### src/rtl/pll_reset_seq.sv
// PLL lock supervisor: holds the PLLs in reset, qualifies a stable lock on all of
// them, then releases the downstream synchronous resets one stage at a time.
//
// state       | meaning
// ------------+------------------------------------------------------------
// S_RESET_PLL | pll_areset high for PLL_RST_CYC cycles, all srst held
// S_WAIT_LOCK | PLLs running; wait for LOCK_STABLE_CYC clean lock cycles or timeout
// S_RELEASE   | srst bits dropped in order, STAGE_GAP_CYC apart
// S_RUN       | everything released, all_ready high

module pll_reset_seq #(
    parameter int NUM_PLL          = 2,
    parameter int NUM_RST          = 3,
    parameter int SYNC_STAGES      = 2,
    parameter int PLL_RST_CYC      = 16,
    parameter int LOCK_STABLE_CYC  = 1024,
    parameter int STAGE_GAP_CYC    = 256,
    parameter int LOCK_TIMEOUT_CYC = 20000,
    parameter int CNT_W            = 8
) (
    input  logic               clk_in,
    input  logic               areset,
    input  logic [NUM_PLL-1:0] pll_lock,
    output logic               pll_areset,
    output logic [NUM_RST-1:0] srst,
    output logic               all_ready,
    output logic               timeout,
    output logic [CNT_W-1:0]   retry_cnt,
    output logic [CNT_W-1:0]   loss_cnt
);

    localparam int SEQ_MAX = (PLL_RST_CYC > STAGE_GAP_CYC) ? PLL_RST_CYC : STAGE_GAP_CYC;
    localparam int SEQ_W   = $clog2(SEQ_MAX + 1);
    localparam int STB_W   = $clog2(LOCK_STABLE_CYC + 1);
    localparam int TO_W    = $clog2(LOCK_TIMEOUT_CYC + 1);
    localparam int IDX_W   = (NUM_RST > 1) ? $clog2(NUM_RST) : 1;

    typedef enum logic [1:0] {
        S_RESET_PLL,
        S_WAIT_LOCK,
        S_RELEASE,
        S_RUN
    } state_t;

    logic [NUM_PLL-1:0] sync_q [SYNC_STAGES];
    logic               lock_all;

    state_t             state_q, state_d;
    logic [SEQ_W-1:0]   seq_cnt_q, seq_cnt_d;
    logic [STB_W-1:0]   stable_q, stable_d;
    logic [TO_W-1:0]    to_q, to_d;
    logic [IDX_W-1:0]   idx_q, idx_d;
    logic               pll_areset_q, pll_areset_d;
    logic [NUM_RST-1:0] srst_q, srst_d;
    logic               all_ready_q, all_ready_d;
    logic               timeout_q, timeout_d;
    logic [CNT_W-1:0]   retry_q, retry_d;
    logic [CNT_W-1:0]   loss_q, loss_d;

    always_ff @(posedge clk_in or posedge areset) begin
        if (areset) begin
            for (int i = 0; i < SYNC_STAGES; i++) sync_q[i] <= '0;
        end else begin
            sync_q[0] <= pll_lock;
            for (int i = 1; i < SYNC_STAGES; i++) sync_q[i] <= sync_q[i-1];
        end
    end

    assign lock_all = &sync_q[SYNC_STAGES-1];

    always_comb begin
        state_d      = state_q;
        seq_cnt_d    = seq_cnt_q;
        stable_d     = stable_q;
        to_d         = to_q;
        idx_d        = idx_q;
        pll_areset_d = pll_areset_q;
        srst_d       = srst_q;
        all_ready_d  = 1'b0;
        timeout_d    = timeout_q;
        retry_d      = retry_q;
        loss_d       = loss_q;

        case (state_q)
            S_RESET_PLL: begin
                pll_areset_d = 1'b1;
                srst_d       = '1;
                if (seq_cnt_q == SEQ_W'(PLL_RST_CYC - 1)) begin
                    state_d      = S_WAIT_LOCK;
                    seq_cnt_d    = '0;
                    pll_areset_d = 1'b0;
                end else begin
                    seq_cnt_d = seq_cnt_q + SEQ_W'(1);
                end
            end
            S_WAIT_LOCK: begin
                pll_areset_d = 1'b0;
                srst_d       = '1;
                // Stability is judged on the registered count, so release always wins a tie
                if (stable_q == STB_W'(LOCK_STABLE_CYC)) begin
                    state_d   = S_RELEASE;
                    srst_d[0] = 1'b0;
                    idx_d     = '0;
                    seq_cnt_d = '0;
                    stable_d  = '0;
                    to_d      = '0;
                end else if (to_q == TO_W'(LOCK_TIMEOUT_CYC)) begin
                    state_d      = S_RESET_PLL;
                    pll_areset_d = 1'b1;
                    timeout_d    = 1'b1;
                    stable_d     = '0;
                    to_d         = '0;
                    if (retry_q != {CNT_W{1'b1}}) retry_d = retry_q + CNT_W'(1);
                end else begin
                    stable_d = lock_all ? stable_q + STB_W'(1) : '0;
                    to_d     = to_q + TO_W'(1);
                end
            end
            S_RELEASE: begin
                pll_areset_d = 1'b0;
                if (idx_q == IDX_W'(NUM_RST - 1)) begin
                    state_d     = S_RUN;
                    all_ready_d = 1'b1;
                    srst_d      = '0;
                end else if (seq_cnt_q == SEQ_W'(STAGE_GAP_CYC - 1)) begin
                    idx_d         = idx_q + IDX_W'(1);
                    srst_d[idx_d] = 1'b0;
                    seq_cnt_d     = '0;
                end else begin
                    seq_cnt_d = seq_cnt_q + SEQ_W'(1);
                end
            end
            S_RUN: begin
                pll_areset_d = 1'b0;
                srst_d       = '0;
                all_ready_d  = 1'b1;
            end
            default: state_d = S_RESET_PLL;
        endcase

        // Losing lock after release overrides whatever the state decided above
        if ((state_q == S_RELEASE || state_q == S_RUN) && !lock_all) begin
            state_d      = S_RESET_PLL;
            pll_areset_d = 1'b1;
            srst_d       = '1;
            all_ready_d  = 1'b0;
            seq_cnt_d    = '0;
            stable_d     = '0;
            to_d         = '0;
            idx_d        = '0;
            if (loss_q != {CNT_W{1'b1}}) loss_d = loss_q + CNT_W'(1);
        end
    end

    always_ff @(posedge clk_in or posedge areset) begin
        if (areset) begin
            state_q      <= S_RESET_PLL;
            seq_cnt_q    <= '0;
            stable_q     <= '0;
            to_q         <= '0;
            idx_q        <= '0;
            pll_areset_q <= 1'b1;
            srst_q       <= '1;
            all_ready_q  <= 1'b0;
            timeout_q    <= 1'b0;
            retry_q      <= '0;
            loss_q       <= '0;
        end else begin
            state_q      <= state_d;
            seq_cnt_q    <= seq_cnt_d;
            stable_q     <= stable_d;
            to_q         <= to_d;
            idx_q        <= idx_d;
            pll_areset_q <= pll_areset_d;
            srst_q       <= srst_d;
            all_ready_q  <= all_ready_d;
            timeout_q    <= timeout_d;
            retry_q      <= retry_d;
            loss_q       <= loss_d;
        end
    end

    assign pll_areset = pll_areset_q;
    assign srst       = srst_q;
    assign all_ready  = all_ready_q;
    assign timeout    = timeout_q;
    assign retry_cnt  = retry_q;
    assign loss_cnt   = loss_q;

endmodule

### config.mk
export PLATFORM = sky130hd
export DESIGN_NAME = pll_reset_seq
export DESIGN_NICKNAME = d
export VERILOG_FILES = /design/src/rtl/pll_reset_seq.sv
export SDC_FILE = /design/constraint.sdc
export NUM_CORES = 1
export LEC_CHECK = 0
export CORE_MARGIN = 4
export CORE_UTILIZATION = 45
export DETAILED_ROUTE_END_ITERATION = 12
export HOLD_SLACK_MARGIN = 0.12
export PLACE_DENSITY_LB_ADDON = 0.3
export SYNTH_ARGS = -nofsm -noshare
export SYNTH_HDL_FRONTEND = slang
export SYNTH_SLANG_ARGS = --single-unit
export TNS_END_PERCENT = 50
### constraint.sdc
create_clock -name clk_in -period 2.3 [get_ports clk_in]
set_input_delay 0.345 -clock clk_in [delete_from_list [all_inputs] [get_ports clk_in]]
set_output_delay 0.345 -clock clk_in [all_outputs]
set_load 0.01 [all_outputs]
# Word-level counts from Yosys, hierarchy flattened
# Cells that the tools add are included.
# totals
regBits	65
# op_classes
n_addsub	6
magnitude_cmp	2
n_eq_ne	17
n_mux	41
bitwise	3
n_reduce_logical	16
# op_table
op	count
two-way mux 15 bit	4
two-way mux 11 bit	5
two-way mux 9 bit	5
one-hot mux 9 bit (3 select lines)	1
two-way mux 2 bit	9
adder 8 x 1 -> 8 bit, second input constant	2
!= test 8 bit, second input constant	2
adder 15 x 1 -> 15 bit, second input constant	1
== test 15 bit, second input constant	1
one-hot mux 3 bit (4 select lines)	1
AND reduction 4 bit	3
adder 11 x 1 -> 11 bit, second input constant	1
== test 11 bit, second input constant	1
adder 9 x 1 -> 9 bit, second input constant	1
== test 9 x 4 -> 1 bit, second input constant	1
== test 9 x 8 -> 1 bit, second input constant	1
two-way mux 3 bit	3
!= test 3 x 2 -> 1 bit, second input constant	3
two-way mux 1 bit	8
== test 2 bit, second input constant	3
!= test 3 bit, second input constant	2
one-hot mux 2 bit (3 select lines)	1
AND reduction 3 bit	2
!= test 4 x 3 -> 1 bit, second input constant	1
other kinds (21)	23

# Longest topological paths before layout
# depth
depth_word	11
mapped_depth	10

# Worst setup path before layout
# OpenSTA, ideal clock, no wires.
# synth_timing
path_type	register -> register
from	reg seq_cnt_q[0]
to	reg seq_cnt_q[3]
t_arrival_ps	2269
slack_ps	-56
path_stages_with_launch	11
n_path_buf	0
cell_sequence	dfrtp_1 -> ha_1 -> and3_1 -> and3_1 -> nand3_1 -> inv_1 -> ha_1 -> nand3b_1 -> a21o_1 -> or4_1 -> o211ai_1
# synth_via
elab_chain_len	5
word_cells_on_any_way	8
cone_classes	add/sub (1); eq/ne (2); mux (5)
# synth_lines
element	line_no	rtl
start, declared	49	logic [SEQ_W-1:0] seq_cnt_q, seq_cnt_d;
start signal, assigned	170	seq_cnt_q <= seq_cnt_d;
adder 9 x 1 -> 9 bit or == test 9 x 8 -> 1 bit (tied branches)	93, 130, 125	
two-way mux 9 bit	125	end else if (seq_cnt_q == SEQ_W'(STAGE_GAP_CYC - 1)) begin
two-way mux 9 bit	121	if (idx_q == IDX_W'(NUM_RST - 1)) begin
one-hot mux 9 bit (3 select lines) *	84	case (state_q)
two-way mux 9 bit *	142	if ((state_q == S_RELEASE || state_q == S_RUN) && !lock_all) begin
# Mark *: on every way between the ends. The rest lies on a longest branch, timed or not. The select of a mux whose other input is x is not followed.
# A chain may end at the register's enable or synchronous reset.

# Final worst setup path
# Ends and elaborated chain as after synthesis.

==> impl_metrics.toml <==
[clocking]
clock-root-buffer = "sky130_fd_sc_hd__clkbuf_8"
tritoncts.num_buffers = 9
cts_tree = "built"
cts.sinks = 65
clk-insertion-delay-late_ps = 340
ctsHoldBuffers = 0
cts-root-to-sink-buffers = 2
clk_pin_slew_ps = 70
htree_levels = 3

[place]
gp_routability_congestion = 0.8620
detailed_place.area_sq_mm = 0.004413
dp_hpwl_um = 6048
numPortBuffers = 25
place_worst_setup_slack_ps = -24.74

[setup_path]
path_max_fanout = 3
setup.worst_path.class = "reg2reg"
setup.worst_path.end_class = "register"
crit_arrival_ps = 2520
timing.critical_path.required_ps = 2570
worstSetupStartpointType = "register"

[global_routing]
grt_util_met1_pct = 25.15
grt_start_max_net_pins = 35
gr_util_all_layers_pct = 18.26
met3_usage_pct = 3.929
grt_first_pass_wirelength_um = 14570
global_route.usage.met2_pct = 29.53
grt_overflow = 0
first_global_vias = 3057
globalRoute.busiestLayer = "met2"
antenna_found_initial = 0

[pwr]
p_leak_uw = 0.002064
power.ir.vdd_worst_mv = 0.4510
power_uw = 2185
power_per_cell_area_mw_per_mm2 = 456.5

[timing]
fin_skew_ps = 6.214
period_minus_slack_ps = 2256
post-route-worst-setup-slack_ps = 44.19
finalHoldViolCount = 0
finalSetupViolCount = 0
setup_repair_after_global_routing_missed_its_margin = "true"
final_max_slew_viol_count = 0
final_min_period_over_clock_period_pct = 98.08
worst_pin_slew_ps = 470.5
setup_total_negative_slack_ps = 0
max_slew_margin_pct = 68.39
fmaxAchievable_ghz = 0.4433

[logic_synthesis]
yosysUniqueCellTypes = 56
synthesis.nets = 398
synthFlopType = "sky130_fd_sc_hd__dfrtp_1"
post_synthesis_cell_count = 377
ys_warn_count = 0
seq_total_area_yosys_pct = 44.83
synth_seq_cells = 65
synthArstFlopShare_pct = 100.0
synth-edff-count = 0
syn_avg_cell_area_sq_um = 9.654
syn-cell-area_sq_mm = 0.003640

[outcome]
outcome = "complete, no violations"

[layout]
n_antenna_cell = 0
fillCellCount = 664
finalInstanceArea_sq_mm = 0.004786
post-route-util_pct = 61.30
layout-area-overhead-vs-synth_pct = 31.49
fraction_of_layout_instances_using_a_drive_strength_above_1_pct = 25.00
design.final.nets = 484

[floorplan]
die_outline_width_um = 97.94
initial_utilization_pct = 46.62
coreArea_sq_mm = 0.007807
die_area_sq_mm = 0.009591
placementRows = 32
die_height_um = 97.94
num_io_pins = 26

[route]
drt_drc_violations_left = 0
postRouteWirelength_um = 8556
routed_via_density = 5.553
detail_route.iter0.violations = 169
route.vias.total = 3165
count_of_nets_left_with_antenna_violations_after_detail_routing = 0
length_of_the_first_detailed_routing_pass_in_iterations = 5
routedWlPerCell_um = 15.01

[job]
maxCapViolCount = 0

[min_path]
hp-class = "in2async"
-- metrics by stage --
stage                     hold WS (ps)  cells
final                            323.9    570
after global routing             364.0    570
after CTS                        328.2    567
after detailed placement         338.9    548
after global placement           334.8    548
after floorplan                  331.2    377
-- routing by layer --
metal / share of wire (%) / vias to the layer above
met3: 3.3 / 9
met5: 0 / -
met4: 0.86 / 0
li1: - / 1572
met2: 49 / 56
met1: 47 / 1528
-- cell usage in the layout (no fill, tap or decap), drive strengths merged, types with 4 or more instances in the layout --
cell and instances:
dfrtp 61, buf 60, nand2 35, o21ai 32
clkdlybuf4s50 25, inv 22, nand3 21, nor2 20
ha 17, a21oi 15, nor3 15, nor4 12
clkbuf 11, nand4 10, nand2b 9, and3 9
o31ai 8, xor2 7, o2bb2ai 6, or4 6
mux2 6, o21bai 5, mux2i 4, xnor2 4
dfstp 4, o41ai 4
-- timing repair --
action,CTS,global route
pin swaps,3,11
resized for setup,2,33
setup buffers,3,3
endpoints found under the setup margin,6,44
-- sequential cells by signal, indices dropped and copies added (netlist names), 2 cells and up --
name / count
seq_cnt_q: 9
to_q: 15
stable_q: 11
loss_cnt: 8
state_q: 2
srst: 3
idx_q: 2
sync_q: 4
retry_cnt: 8
-- cell type report --
class	instances	area (sq um)	share of cell area [%]
timing repair buffer	85	732.0	15.29
tap	102	127.6	2.667
inverter	22	82.58	1.725
clock inverter	5	55.05	1.150
multi-input combinational	280	2016	42.12
clock buffer	11	141.4	2.954
sequential	65	1632	34.09
-- power by group --
part	leakage (uW)	total, uW	switching, uW	internal, uW
Clock	0.0000953	976	449	527
Sequential	0.000870	1150	5.99	1150
Combinational	0.00110	54.7	35.9	18.8
Total	0.00206	2180	491	1690
-- cell usage after synthesis, drive strengths merged, types with 2 or more instances --
cell | instances | area [sq um]
or3 | 2 | 12.51
mux2 | 6 | 71.31
o21ai | 32 | 160.2
xor2 | 7 | 61.31
nand3 | 21 | 105.1
xnor2 | 4 | 35.03
dfrtp | 61 | 1526
ha | 17 | 212.7
nor2 | 20 | 77.58
nor4 | 12 | 90.09
inv | 22 | 82.58
or4 | 6 | 48.80
o41ai | 4 | 35.03
o22ai | 3 | 18.77
nand2 | 35 | 131.4
nand2b | 9 | 63.81
o2bb2ai | 6 | 52.55
o211ai | 2 | 15.01
dfstp | 4 | 105.1
nor4b | 3 | 26.28
a21oi | 15 | 75.07
or4b | 2 | 23.77
a31oi | 2 | 12.51
o31ai | 8 | 60.06
mux2i | 4 | 40.04
nand3b | 2 | 27.53
buf | 2 | 10.01
clkbuf | 8 | 30.03
o21bai | 5 | 37.54
nor3 | 15 | 90.09
nand4 | 10 | 62.56
and3 | 9 | 56.30
a21o | 2 | 15.01
o21a | 3 | 22.52
-- final timing paths --
check / start / to / slack (ps) / cells after the start
setup / recovery: seq_cnt_q[0]$_DFFE_PP0P_ / seq_cnt_q[3]$_DFFE_PP0P_ / 40 / 10
hold / removal: areset / loss_cnt[0]$_DFFE_PP0P_ / 320 / 2
setup reg to reg: seq_cnt_q[0]$_DFFE_PP0P_ / seq_cnt_q[3]$_DFFE_PP0P_ / 40 / 10
hold reg to reg: sync_q[2]$_DFF_PP0_ / sync_q[0]$_DFF_PP0_ / 350 / 0
max in group asynchronous: areset / pll_areset$_DFF_PP1_ / 1370 / 3
min in group clk_in: sync_q[2]$_DFF_PP0_ / sync_q[0]$_DFF_PP0_ / 350 / 0
-- logic make-up after synthesis --
logic type      Yosys count  synth area share [%]
xor+xnor                 11                 2.647
buf+inv                  32                 3.369
fa+ha+maj                17                 5.844
compound gates           90                 16.36
flops                    65                 44.83
mux                      10                 3.059
simple gates            152                 23.89
-- worst max-delay path: stages (launching register included) --
cell and delay (ps):
sky130_fd_sc_hd__dfrtp_1 380, sky130_fd_sc_hd__ha_2 190, sky130_fd_sc_hd__and3_4 150, sky130_fd_sc_hd__and3_4 190
sky130_fd_sc_hd__nand3_4 80, sky130_fd_sc_hd__inv_2 50, sky130_fd_sc_hd__ha_4 150, sky130_fd_sc_hd__nand3b_1 220
sky130_fd_sc_hd__a21o_1 210, sky130_fd_sc_hd__or4_1 460, sky130_fd_sc_hd__o211ai_1 100
Power figures use the tool's default switching activity.
